<file path="src/rtl/audio_boxcar_decimator_if.sv">
`default_nettype none
// ============================================================================
// Module   : audio_boxcar_decimator_if
// Purpose  : Sample/frame bus between the SID audio source, decimator and I2S.
// Revision : 1.0 - initial release
// ============================================================================
interface audio_boxcar_decimator_if #(
  parameter int BITS = 24
);
  logic                   in_valid;
  logic signed [BITS-1:0] in_left;
  logic signed [BITS-1:0] in_right;
  logic                   frame;
  logic                   ready;
  logic                   out_valid;
  logic signed [BITS-1:0] out_left;
  logic signed [BITS-1:0] out_right;

  modport master (
    output in_valid, in_left, in_right, frame,
    input  ready, out_valid, out_left, out_right
  );

  modport slave (
    input  in_valid, in_left, in_right, frame,
    output ready, out_valid, out_left, out_right
  );
endinterface
`default_nettype wire

</file>
<file path="src/rtl/audio_boxcar_decimator.sv">
`default_nettype none
// ============================================================================
// Module   : audio_boxcar_decimator
// Purpose  : Stereo 2^LOG2N-tap boxcar average of SID samples, latched per I2S frame.
// Revision : 1.0 - initial release
// ============================================================================

module audio_boxcar_channel #(
  parameter int BITS  = 24,
  parameter int LOG2N = 4
) (
  input  wire logic                   clk,
  input  wire logic                   rst,
  input  wire logic                   run,
  input  wire logic                   in_valid,
  input  wire logic                   frame,
  input  wire logic [LOG2N-1:0]       wp,
  input  wire logic signed [BITS-1:0] sample,
  output logic signed [BITS-1:0]      avg
);
  localparam int N  = 1 << LOG2N;
  localparam int SW = BITS + LOG2N;

  logic signed [BITS-1:0] r_mem [N];
  logic signed [SW-1:0]   r_sum;
  logic signed [BITS-1:0] r_avg;
  logic signed [BITS-1:0] w_old;
  logic signed [SW-1:0]   w_old_ext;
  logic signed [SW-1:0]   w_new_ext;

  assign w_old     = r_mem[wp];
  assign w_old_ext = {{LOG2N{w_old[BITS-1]}}, w_old};
  assign w_new_ext = {{LOG2N{sample[BITS-1]}}, sample};
  assign avg       = r_avg;

  // Buffer needs no reset: the CLEAR sweep zeroes every entry before RUN.
  always_ff @(posedge clk) begin
    if (!rst) begin
      if (!run) begin
        r_mem[wp] <= '0;
      end else if (in_valid) begin
        r_mem[wp] <= sample;
      end
    end
  end

  always_ff @(posedge clk) begin
    if (rst) begin
      r_sum <= '0;
      r_avg <= '0;
    end else if (run) begin
      // Upper BITS of the sum are exactly sum >>> LOG2N (floor toward -inf).
      if (frame) begin
        r_avg <= r_sum[SW-1:LOG2N];
      end
      if (in_valid) begin
        r_sum <= r_sum - w_old_ext + w_new_ext;
      end
    end
  end

`ifndef SYNTHESIS
  logic signed [SW-1:0] w_chk;

  always_comb begin
    w_chk = '0;
    for (int i = 0; i < N; i++) begin
      w_chk = w_chk + {{LOG2N{r_mem[i][BITS-1]}}, r_mem[i]};
    end
  end

  always_ff @(posedge clk) begin
    if (!rst && run) begin
      a_sum_matches_buffer : assert (r_sum == w_chk);
    end
  end
`endif
endmodule

module audio_boxcar_decimator #(
  parameter int BITS  = 24,
  parameter int LOG2N = 4
) (
  input  wire logic                 clk,
  input  wire logic                 rst,
  audio_boxcar_decimator_if.slave   bus
);
  localparam logic [0:0]       c_ST_CLEAR = 1'b0;
  localparam logic [0:0]       c_ST_RUN   = 1'b1;
  localparam logic [LOG2N-1:0] c_WP_LAST  = '1;
  localparam logic [LOG2N-1:0] c_WP_ONE   = LOG2N'(1);

  logic [0:0]             r_state;
  logic [LOG2N-1:0]       r_wp;
  logic                   r_out_valid;
  logic                   w_run;
  logic signed [BITS-1:0] w_sample [2];
  logic signed [BITS-1:0] w_avg    [2];

  assign w_run       = (r_state == c_ST_RUN);
  assign w_sample[0] = bus.in_left;
  assign w_sample[1] = bus.in_right;

  assign bus.ready     = w_run;
  assign bus.out_valid = r_out_valid;
  assign bus.out_left  = w_avg[0];
  assign bus.out_right = w_avg[1];

  // Pointer wraps naturally at N-1, which also ends the CLEAR sweep.
  always_ff @(posedge clk) begin
    if (rst) begin
      r_state     <= c_ST_CLEAR;
      r_wp        <= '0;
      r_out_valid <= 1'b0;
    end else begin
      case (r_state)
        c_ST_CLEAR: begin
          r_out_valid <= 1'b0;
          r_wp        <= r_wp + c_WP_ONE;
          if (r_wp == c_WP_LAST) begin
            r_state <= c_ST_RUN;
          end
        end
        default: begin
          r_out_valid <= bus.frame;
          if (bus.in_valid) begin
            r_wp <= r_wp + c_WP_ONE;
          end
        end
      endcase
    end
  end

  for (genvar c = 0; c < 2; c++) begin : g_chan
    audio_boxcar_channel #(
      .BITS  (BITS),
      .LOG2N (LOG2N)
    ) u_chan (
      .clk      (clk),
      .rst      (rst),
      .run      (w_run),
      .in_valid (bus.in_valid),
      .frame    (bus.frame),
      .wp       (r_wp),
      .sample   (w_sample[c]),
      .avg      (w_avg[c])
    );
  end
endmodule
`default_nettype wire

</file>
<file path="src/flat_wrapper.sv">
// flat-port wrapper written by rule: the top's interface ports become plain ports
module audio_boxcar_decimator_flat 
#(
  parameter int BITS  = 24,
  parameter int LOG2N = 4
)
  (clk, rst, bus_in_valid, bus_in_left, bus_in_right, bus_frame, bus_ready, bus_out_valid, bus_out_left, bus_out_right);
  audio_boxcar_decimator_if #(.BITS(BITS)) bus_i ();
  input  wire logic clk;
  input  wire logic rst;
  input wire logic [$bits(bus_i.in_valid)-1:0] bus_in_valid;
  input wire logic [$bits(bus_i.in_left)-1:0] bus_in_left;
  input wire logic [$bits(bus_i.in_right)-1:0] bus_in_right;
  input wire logic [$bits(bus_i.frame)-1:0] bus_frame;
  output wire logic [$bits(bus_i.ready)-1:0] bus_ready;
  output wire logic [$bits(bus_i.out_valid)-1:0] bus_out_valid;
  output wire logic [$bits(bus_i.out_left)-1:0] bus_out_left;
  output wire logic [$bits(bus_i.out_right)-1:0] bus_out_right;
  assign bus_i.in_valid = bus_in_valid;
  assign bus_i.in_left = bus_in_left;
  assign bus_i.in_right = bus_in_right;
  assign bus_i.frame = bus_frame;
  assign bus_ready = bus_i.ready;
  assign bus_out_valid = bus_i.out_valid;
  assign bus_out_left = bus_i.out_left;
  assign bus_out_right = bus_i.out_right;
  audio_boxcar_decimator #(.BITS(BITS), .LOG2N(LOG2N)) u_core (.clk(clk), .rst(rst), .bus(bus_i));
endmodule
</file>
<file path="config.mk">
export PLATFORM = sky130hd
export DESIGN_NAME = audio_boxcar_decimator_flat
export DESIGN_NICKNAME = d
export VERILOG_FILES = /design/src/rtl/audio_boxcar_decimator_if.sv /design/src/rtl/audio_boxcar_decimator.sv /design/src/flat_wrapper.sv
export SDC_FILE = /design/constraint.sdc
export NUM_CORES = 1
export LEC_CHECK = 0
export CORE_MARGIN = 4
export CORE_UTILIZATION = 45
export DETAILED_ROUTE_END_ITERATION = 8
export SLEW_MARGIN = 25
export SYNTH_ARGS = -nofsm -noshare
export SYNTH_HDL_FRONTEND = slang
export SYNTH_SLANG_ARGS = --single-unit
</file>
<file path="constraint.sdc">
create_clock -name clk -period 5.65 [get_ports clk]
set_input_delay 0.8475 -clock clk [delete_from_list [all_inputs] [get_ports clk]]
set_output_delay 0.8475 -clock clk [all_outputs]
set_load 0.005 [all_outputs]
</file>
## Word-level counts from Yosys, hierarchy flattened

Memories as Yosys holds them, arrays and structs flattened. A register that Yosys moved wholly into a read port is not among the register bits.
Cells that the tools add are included.

| storage, ports and cells | value |
|---|---|
| bits in registers | 110 |
| RAM bits | 768 |
| input bits | 52 |
| output and inout bits | 50 |
| logic and storage cells | 39 |
| memories kept | 2 |

| operators by class | value |
|---|---|
| add/sub/neg operators | 5 |
| eq/ne operators | 2 |
| muxes and demuxes | 17 |
| bitwise gates (word level) | 3 |
| reduce and logical (&&, ||, !) cells | 3 |

Memories:

| memory | depth | width | read ports | clocked after Yosys merged registers in | wr ports | line | RTL |
|---|---|---|---|---|---|---|---|
| u_core.g_chan[0].u_chan.r_mem | 16 | 24 | 1 | 1 | 1 | audio_boxcar_decimator.sv:24 | `logic signed [BITS-1:0] r_mem [N];` |
| u_core.g_chan[1].u_chan.r_mem | 16 | 24 | 1 | 1 | 1 | audio_boxcar_decimator.sv:24 |  |

Operator list:

| kind | count |
|---|---|
| $add A28 B24 Y28 | 2 |
| $sub A28 B24 Y28 | 2 |
| $mux W24 | 2 |
| $mux W4 | 6 |
| $mux W1 | 9 |
| $add A4 B1 Y4 const B | 1 |
| $eq A4 B4 Y1 const B | 1 |
| $reduce_and A2 Y1 | 2 |
| $ne A2 B2 Y1 const B | 1 |
| $or A1 B1 Y1 | 2 |
| $reduce_or A2 Y1 | 1 |
| $not A1 Y1 | 1 |

## Longest topological paths before layout

Gate-level depths: netlist of run 1.

| depth | value |
|---|---|
| word-level depth | 5 |
| mapped depth | 19 |
| mapped depth without buffers | 16 |

## Modules after synthesis

Synthesis of run 1 repeated with hierarchy kept, for this count alone.

| second synthesis, totals | value |
|---|---|
| cell total of the unflattened synthesis | 2293 |
| area, all modules | 37831.3 µm² |

By module, submodules not included:

| module | times used | cells each | area each (µm²) | seq. area each (µm²) |
|---|---|---|---|---|
| audio_boxcar_channel at u_core.g_chan[0].u_chan | 1 | 1135 | 18810.5 | 12572.1 |
| audio_boxcar_channel at u_core.g_chan[1].u_chan | 1 | 1135 | 18786.8 | 12572.1 |
| audio_boxcar_decimator | 1 | 23 | 234.0 | 120.1 |

## Worst setup path after synthesis of run 1

Ideal clock, no wire load.

| timing | value |
|---|---|
| kind | register to register |
| start | register (tool-made name) |
| end | register u_core.g_chan[0].u_chan.r_sum[26] |
| arrival time | 5.033 ns |
| data required time | 5.524 ns |
| slack | 0.491 ns |
| stages on the path, launching flop included | 20 |
| path buffers | 3 |
| path through | dfxtp_1 -> clkbuf_1 -> clkbuf_1 -> buf_1 -> mux4_2 -> mux4_2 -> ha_1 -> inv_1 -> ha_1 -> fa_1 -> a21o_1 -> a21oi_1 -> o21bai_1 -> o31a_1 -> o41ai_4 -> o211a_1 -> o211ai_1 -> a31oi_1 -> xor2_1 -> o21ai_1 |

RTL lines:

| element | line | RTL |
|---|---|---|
| end signal: assignment | audio_boxcar_decimator.sv:57 | `r_sum <= r_sum - w_old_ext + w_new_ext;` |
| end: declaration | audio_boxcar_decimator.sv:25 | `logic signed [SW-1:0] r_sum;` |

==> qor.yml, run 1 <==
run_status: "finished, final reports clean"
drtAntennaViolNets: 0
routed-via-count: 20000
dpl.hpwl_um: 52970
post_cts_buffers: 0
first_global_vias: 20760
grt_setup_unrepaired: "false"
dpl-instance-area_um2: 40070
n_antenna_cell: 0
drt-initial-drc-count: 1878
crit_path_end_kind: "flop"
htree_levels: 3
cap_violations: 0
horizontal_die_dimension_um: 296.0
worst_hold_path_type: "reg -> reg"
synthesis.area_um2: 37330
cellLeakagePower_nw: 15.66
tns_ps: 0
report.final.hold_viol_count: 0
period_utilization_pct: 94.14
number_of_antenna_violations_at_the_first_check_in_global_routing: 0
clkSinkCount: 882
worst_path_maximum_fanout: 20
cts-buffers-inserted: 88
finalWeightedCongestion: 0.8261
setup_violators_final: 0
final.fill_count: 6624
worst_slew_pin_slew_ps: 1020
synth-seq-cells: 882
area_occupied_by_multi_input_gates_um2: 10940
synthMostInstantiatedCell: "edfxtp_1"
std_cell_rows: 105
cts_tree: "built"
clk_pin_slew_ps: 60
post-route-cell-area_um2: 42800
synth_common_cells: "edfxtp_1, mux4_2, inv_1"
grt_start_max_net_pins: 65
grt_pass1_wl_um: 135600
globalRouteTotalUtil_pct: 21.11
async_reset_ff_share_pct: 0
clock-skew-final_ps: 20.73
global_route.overflow_total: 0
design.die.area_um2: 87620
synth_edf_count: 768
final_critical_path_time_including_i_o_delays_and_setup_ps: 5319
synth_area_per_cell_um2: 16.83
final-seq-area_um2: 25360
sort_of_element_at_the_start_of_the_critical_path: "flop"
arrival_ps: 5810
cts.hold.buffers_added: 0
worst_path_class_setup: "reg -> reg"
post_synth_main_area_contributors: "edfxtp_1, mux4_2, dfxtp_1, fa_1, inv_1"
ctsRootBufferMaster: "clkbuf_16"
remaining_drc_errors: 0
synth.distinct_cells: 60
ys.warnings.count: 0
drt-pass1-iter-count: 5
pwr_density_cell_nw_per_um2: 335.1
synth_top_cell_by_area: "edfxtp_1"
routed_wire_length_per_instance_um: 25.79
synthCells: 2218
headroom_to_the_max_slew_limit_pct: 31.76
cp.required_ps: 6140
fp.dieH_um: 296.0
synth_seq_area_share_pct: 67.90
timing.fmax_ghz: 0.1880
worst_ir_drop_vdd_v: 0.0002128
post-synth-top-area-fraction_pct: 61.78
totalWireLength_um: 90620
ios: 102
vias_per_cell: 5.693
floorplan.initialDensity_pct: 45.46
core_region_area_um2: 82110
postSynthNetCount: 2386
io_buffer_count: 101
cts-root-to-sink-buffers: 3
synth_top_flop_cell: "edfxtp_1"
insertion_delay_ps: 640
layout-area-overhead-vs-synth_pct: 14.65
finish.net_count: 2539
timing_max_transition_violations_final: 0
post_route_cells_drive_above_1_share_pct: 18.86
-- registers in the layout, summed over array words and instances, names as in the netlist, named ones only --
register                    count
u_core.g_chan.u_chan.r_mem    768
u_core.g_chan.u_chan.r_sum     56
u_core.g_chan.u_chan.avg       48
u_core.r_wp                     4
u_core.bus.out_valid            1
u_core.bus.ready                1
-- kinds of logic (layout without fill, tap and decap cells) --
logic type,after synthesis,count (layout),synth area share (%)
flip-flops,882,882,67.90
AND/OR/NAND/NOR,369,369,4.210
adder cells (fa/ha/maj),116,116,4.974
buffers and inverters,310,536,3.117
XOR/XNOR,46,46,1.079
AO/OA/AOI/OAI,253,253,4.187
multiplexers,242,242,14.53
-- per-stage QoR --
step / power (W) / setup WS (ps) / util [%] / hold slack, ps / cells
after CTS: 0.01446 / 340.1 / 52.11 / 455.2 / 3514
after floorplan: 0.008466 / 491.4 / - / 431.9 / 2218
after detailed placement: 0.008928 / 368.4 / 48.81 / 446.6 / 3351
final: 0.01434 / 331.1 / 52.12 / 452.5 / 3514
after global placement: 0.008905 / 428.6 / 48.81 / 441.0 / 3351
after global routing: 0.01490 / 55.17 / 52.12 / 468.9 / 3514
-- final cells by class --
cell class              count  area share [%]
well taps                1070           3.128
repair buffers            157           3.833
multi-input cells        1026           25.56
flip-flops and latches    882           59.25
clock inverters            38          0.6520
clock buffers             125           5.683
inverters                 216           1.894
-- repair_timing --
item                                    4_1_cts  5_1_grt
endpoints found under the hold margin         0        0
endpoints found under the setup margin        0        1
resized for setup                             0        2
-- placed cells by master (no fill, tap or decap), drive strengths merged, types with 9 or more instances in the layout --
| master | synthesis | layout |
|---|---|---|
| a211oi | 9 | 9 |
| inv | 216 | 220 |
| clkbuf | 67 | 125 |
| edfxtp | 768 | 768 |
| fa | 54 | 54 |
| nor3 | 9 | 9 |
| o21ai | 35 | 35 |
| xnor2 | 25 | 25 |
| a21o | 27 | 27 |
| clkdlybuf4s50 | 0 | 100 |
| xor2 | 21 | 21 |
| mux4 | 240 | 240 |
| clkinv | 0 | 28 |
| and3 | 14 | 14 |
| buf | 27 | 57 |
| nand2 | 199 | 199 |
| dfxtp | 114 | 114 |
| a21oi | 131 | 131 |
| ha | 62 | 62 |
| nand3 | 17 | 17 |
| nor2 | 94 | 94 |
-- final timing paths --
| check | start | end | slack (ps) | cells after the start |
|---|---|---|---|---|
| max | flop | u_core.g_chan[1].u_chan.r_sum[26]$_SDFFE_PP0P_ | 330 | 16 |
| min | u_core.g_chan[1].u_chan.avg[6]$_SDFFE_PP0P_ | u_core.g_chan[1].u_chan.avg[6]$_SDFFE_PP0P_ | 450 | 2 |
| max reg2reg | flop | u_core.g_chan[1].u_chan.r_sum[26]$_SDFFE_PP0P_ | 330 | 16 |
| min reg2reg | u_core.g_chan[1].u_chan.avg[6]$_SDFFE_PP0P_ | u_core.g_chan[1].u_chan.avg[6]$_SDFFE_PP0P_ | 450 | 2 |
-- critical path: stages, from the launching register on --
cell and delay (ps):
dfxtp_4 510, buf_4 430, mux4_2 560, mux4_2 490, fa_1 490, inv_1 40
ha_1 340, a21oi_1 110, o21ai_0 310, nand4_1 200, a211oi_1 500, o32a_1 410
a221o_1 190, a21oi_1 100, o31ai_1 250, xnor2_1 150, o21ai_0 80
-- routing by layer --
layer | GRT usage (%) | vias to the layer above | part of all wire [%]
li1 | - | 8726 | -
met2 | 34.90 | 574 | 49
met4 | 5.129 | 0 | 1.8
met3 | 2.651 | 108 | 5.7
met1 | 30.34 | 10600 | 43
met5 | 0 | - | 0
-- power by group --
group	internal, W	switching [W]
logic	0.000752	0.000956
clock network	0.00314	0.00241
registers	0.00705	0.0000337
Note: power is estimated with default switching activity, not from simulation.
==> run 2: changes to the inputs <==
Settings changed: PLACE_DENSITY set to 0.61.
==> qor.yml, run 2 (same netlist as run 1, synthesis figures left out) <==
routed_wire_length_per_instance_um: 26.00
post_route_cells_drive_above_1_share_pct: 20.11
worst_hold_path_type: "reg -> reg"
cts-root-to-sink-buffers: 3
cts-buffers-inserted: 90
timing.critical_path.slowest_cell_delay_ps: 530
dpl.hpwl_um: 52690
vias_per_cell: 5.764
finalWeightedCongestion: 0.8395
global_route.overflow_total: 0
drtAntennaViolNets: 0
largest_reg_flops: 768
worst_ir_drop_vdd_v: 0.0002394
cp.required_ps: 6140
ios: 102
hold_path.startpoint: "u_core.g_chan[0].u_chan.avg[6]$_SDFFE_PP0P_"
drt-initial-drc-count: 1813
number_of_antenna_violations_at_the_first_check_in_global_routing: 2
n_antenna_cell: 0
layout-area-overhead-vs-synth_pct: 15.74
horizontal_die_dimension_um: 296.0
post_cts_buffers: 0
setup.reg_to_reg.worst_slack_ps: 460
worst_path_class_setup: "reg -> reg"
htree_levels: 3
clkSinkCount: 882
routed-via-count: 20350
finish.net_count: 2551
reg2reg_depth: 16
remaining_drc_errors: 0
clock-skew-final_ps: 20.74
core_region_area_um2: 82110
globalRouteTotalUtil_pct: 21.35
most-common-layout-cells: "edfxtp_1, mux4_2, inv_1"
crit_path_end_kind: "flop"
slowest_cell_on_crit_path: "mux4_2"
insertion_delay_ps: 640
cts.hold.buffers_added: 0
arrival_ps: 5680
headroom_to_the_max_slew_limit_pct: 28.47
std_cell_rows: 105
clk_pin_slew_ps: 60
worst_slew_pin_slew_ps: 1073
timing_max_transition_violations_final: 0
place_inst: 3361
critical_path.n_buffers_inverters: 3
pwr_density_cell_nw_per_um2: 347.3
drt-pass1-iter-count: 7
design.die.area_um2: 87620
ctsResizeCount: 0
sort_of_element_at_the_start_of_the_critical_path: "flop"
regMostFlops: "u_core.g_chan.u_chan.r_mem"
worstHoldEndpoint: "u_core.g_chan[0].u_chan.avg[6]$_SDFFE_PP0P_"
final_critical_path_time_including_i_o_delays_and_setup_ps: 5187
setup_violators_final: 0
cts_tree: "built"
cellLeakagePower_nw: 15.87
timing.fmax_ghz: 0.1928
floorplan.initialDensity_pct: 45.46
totalWireLength_um: 91810
grt_pass1_wl_um: 136900
report.final.hold_viol_count: 0
first_global_vias: 21060
ctsRootBufferMaster: "clkbuf_16"
run_status: "finished, final reports clean"
holdPathStages: 2
grt_setup_unrepaired: "false"
fin_cells: 3531
worstPathCellList: "buf_12 > buf_4 > mux4_2 > mux4_2 > fa_1 > inv_1 > ha_1 > a21oi_1 > o21a_1 > o21ai_0 > o32a_1 > a221o_1 > a21oi_1 > o31ai_1 > xnor2_1 > o21ai_0"
fin_worst_hold_slack_ps: 452.9
period_utilization_pct: 91.80
layout.cells.most_common: "edfxtp_1"
grt_start_max_net_pins: 76
worst_path_dominant_cell_family: "compound AO/OA/AOI/OAI gates"
worst_path_maximum_fanout: 26
fp.dieH_um: 296.0
tns_ps: 0
cap_violations: 0
io_buffer_count: 101
endpoint_of_the_worst_register_to_register_path: "u_core.g_chan[1].u_chan.r_sum[26]$_SDFFE_PP0P_"
-- run 2: where the power goes --
part | switching, W | internal [W]
Combinational | 0.000960 | 0.000757
Clock | 0.00253 | 0.00368
Sequential | 0.0000322 | 0.00705
-- run 2: layout make-up --
class | count | area [um2]
Fill cell | 6533 | 38910
Tap cell | 1070 | 1339
Inverter | 216 | 810.8
Clock inverter | 61 | 718.2
Sequential cell | 882 | 25360
Timing Repair Buffer | 167 | 1649
Multi-Input combinational cell | 1026 | 10940
Clock buffer | 109 | 2386
-- run 2: worst min-delay path, cell delays in order, from the launching register on --
cell     delay (ps)
dfxtp_1         310
nand2_1          50
a21oi_1          50
-- run 2: metrics by stage --
stage / cell area (um2) / setup slack [ps] / power (W) / util, %
after floorplan: 37330 / 491.4 / 0.008466 / -
after global placement: 40090 / 555.7 / 0.008910 / 48.82
after detailed placement: 40090 / 545.3 / 0.008930 / 48.83
after CTS: 43200 / 499.2 / 0.01514 / 52.61
after global routing: 43200 / 73.35 / 0.01559 / 52.61
final: 43200 / 463.2 / 0.01500 / 52.61
-- run 2: metal layers --
| layer | vias to the layer above | part of all wire [%] | global-route usage (%) |
|---|---|---|---|
| met5 | - | 0 | 0 |
| met4 | 0 | 2.5 | 6.188 |
| met3 | 133 | 6.3 | 3.220 |
| met2 | 682 | 48 | 34.73 |
| met1 | 10770 | 43 | 30.38 |
| li1 | 8764 | - | - |
-- run 2: worst max-delay path by stage --
stage	endpoint	cells after the start	slack [ps]
after global routing	u_core.g_chan[1].u_chan.r_sum[27]$_SDFFE_PP0P_	18	70
after CTS	u_core.g_chan[1].u_chan.r_sum[22]$_SDFFE_PP0P_	16	500
final	u_core.g_chan[1].u_chan.r_sum[26]$_SDFFE_PP0P_	16	460
after detailed placement	u_core.g_chan[0].u_chan.r_sum[26]$_SDFFE_PP0P_	16	550
after floorplan	u_core.g_chan[0].u_chan.r_sum[26]$_SDFFE_PP0P_	19	490
after global placement	u_core.g_chan[0].u_chan.r_sum[26]$_SDFFE_PP0P_	16	560
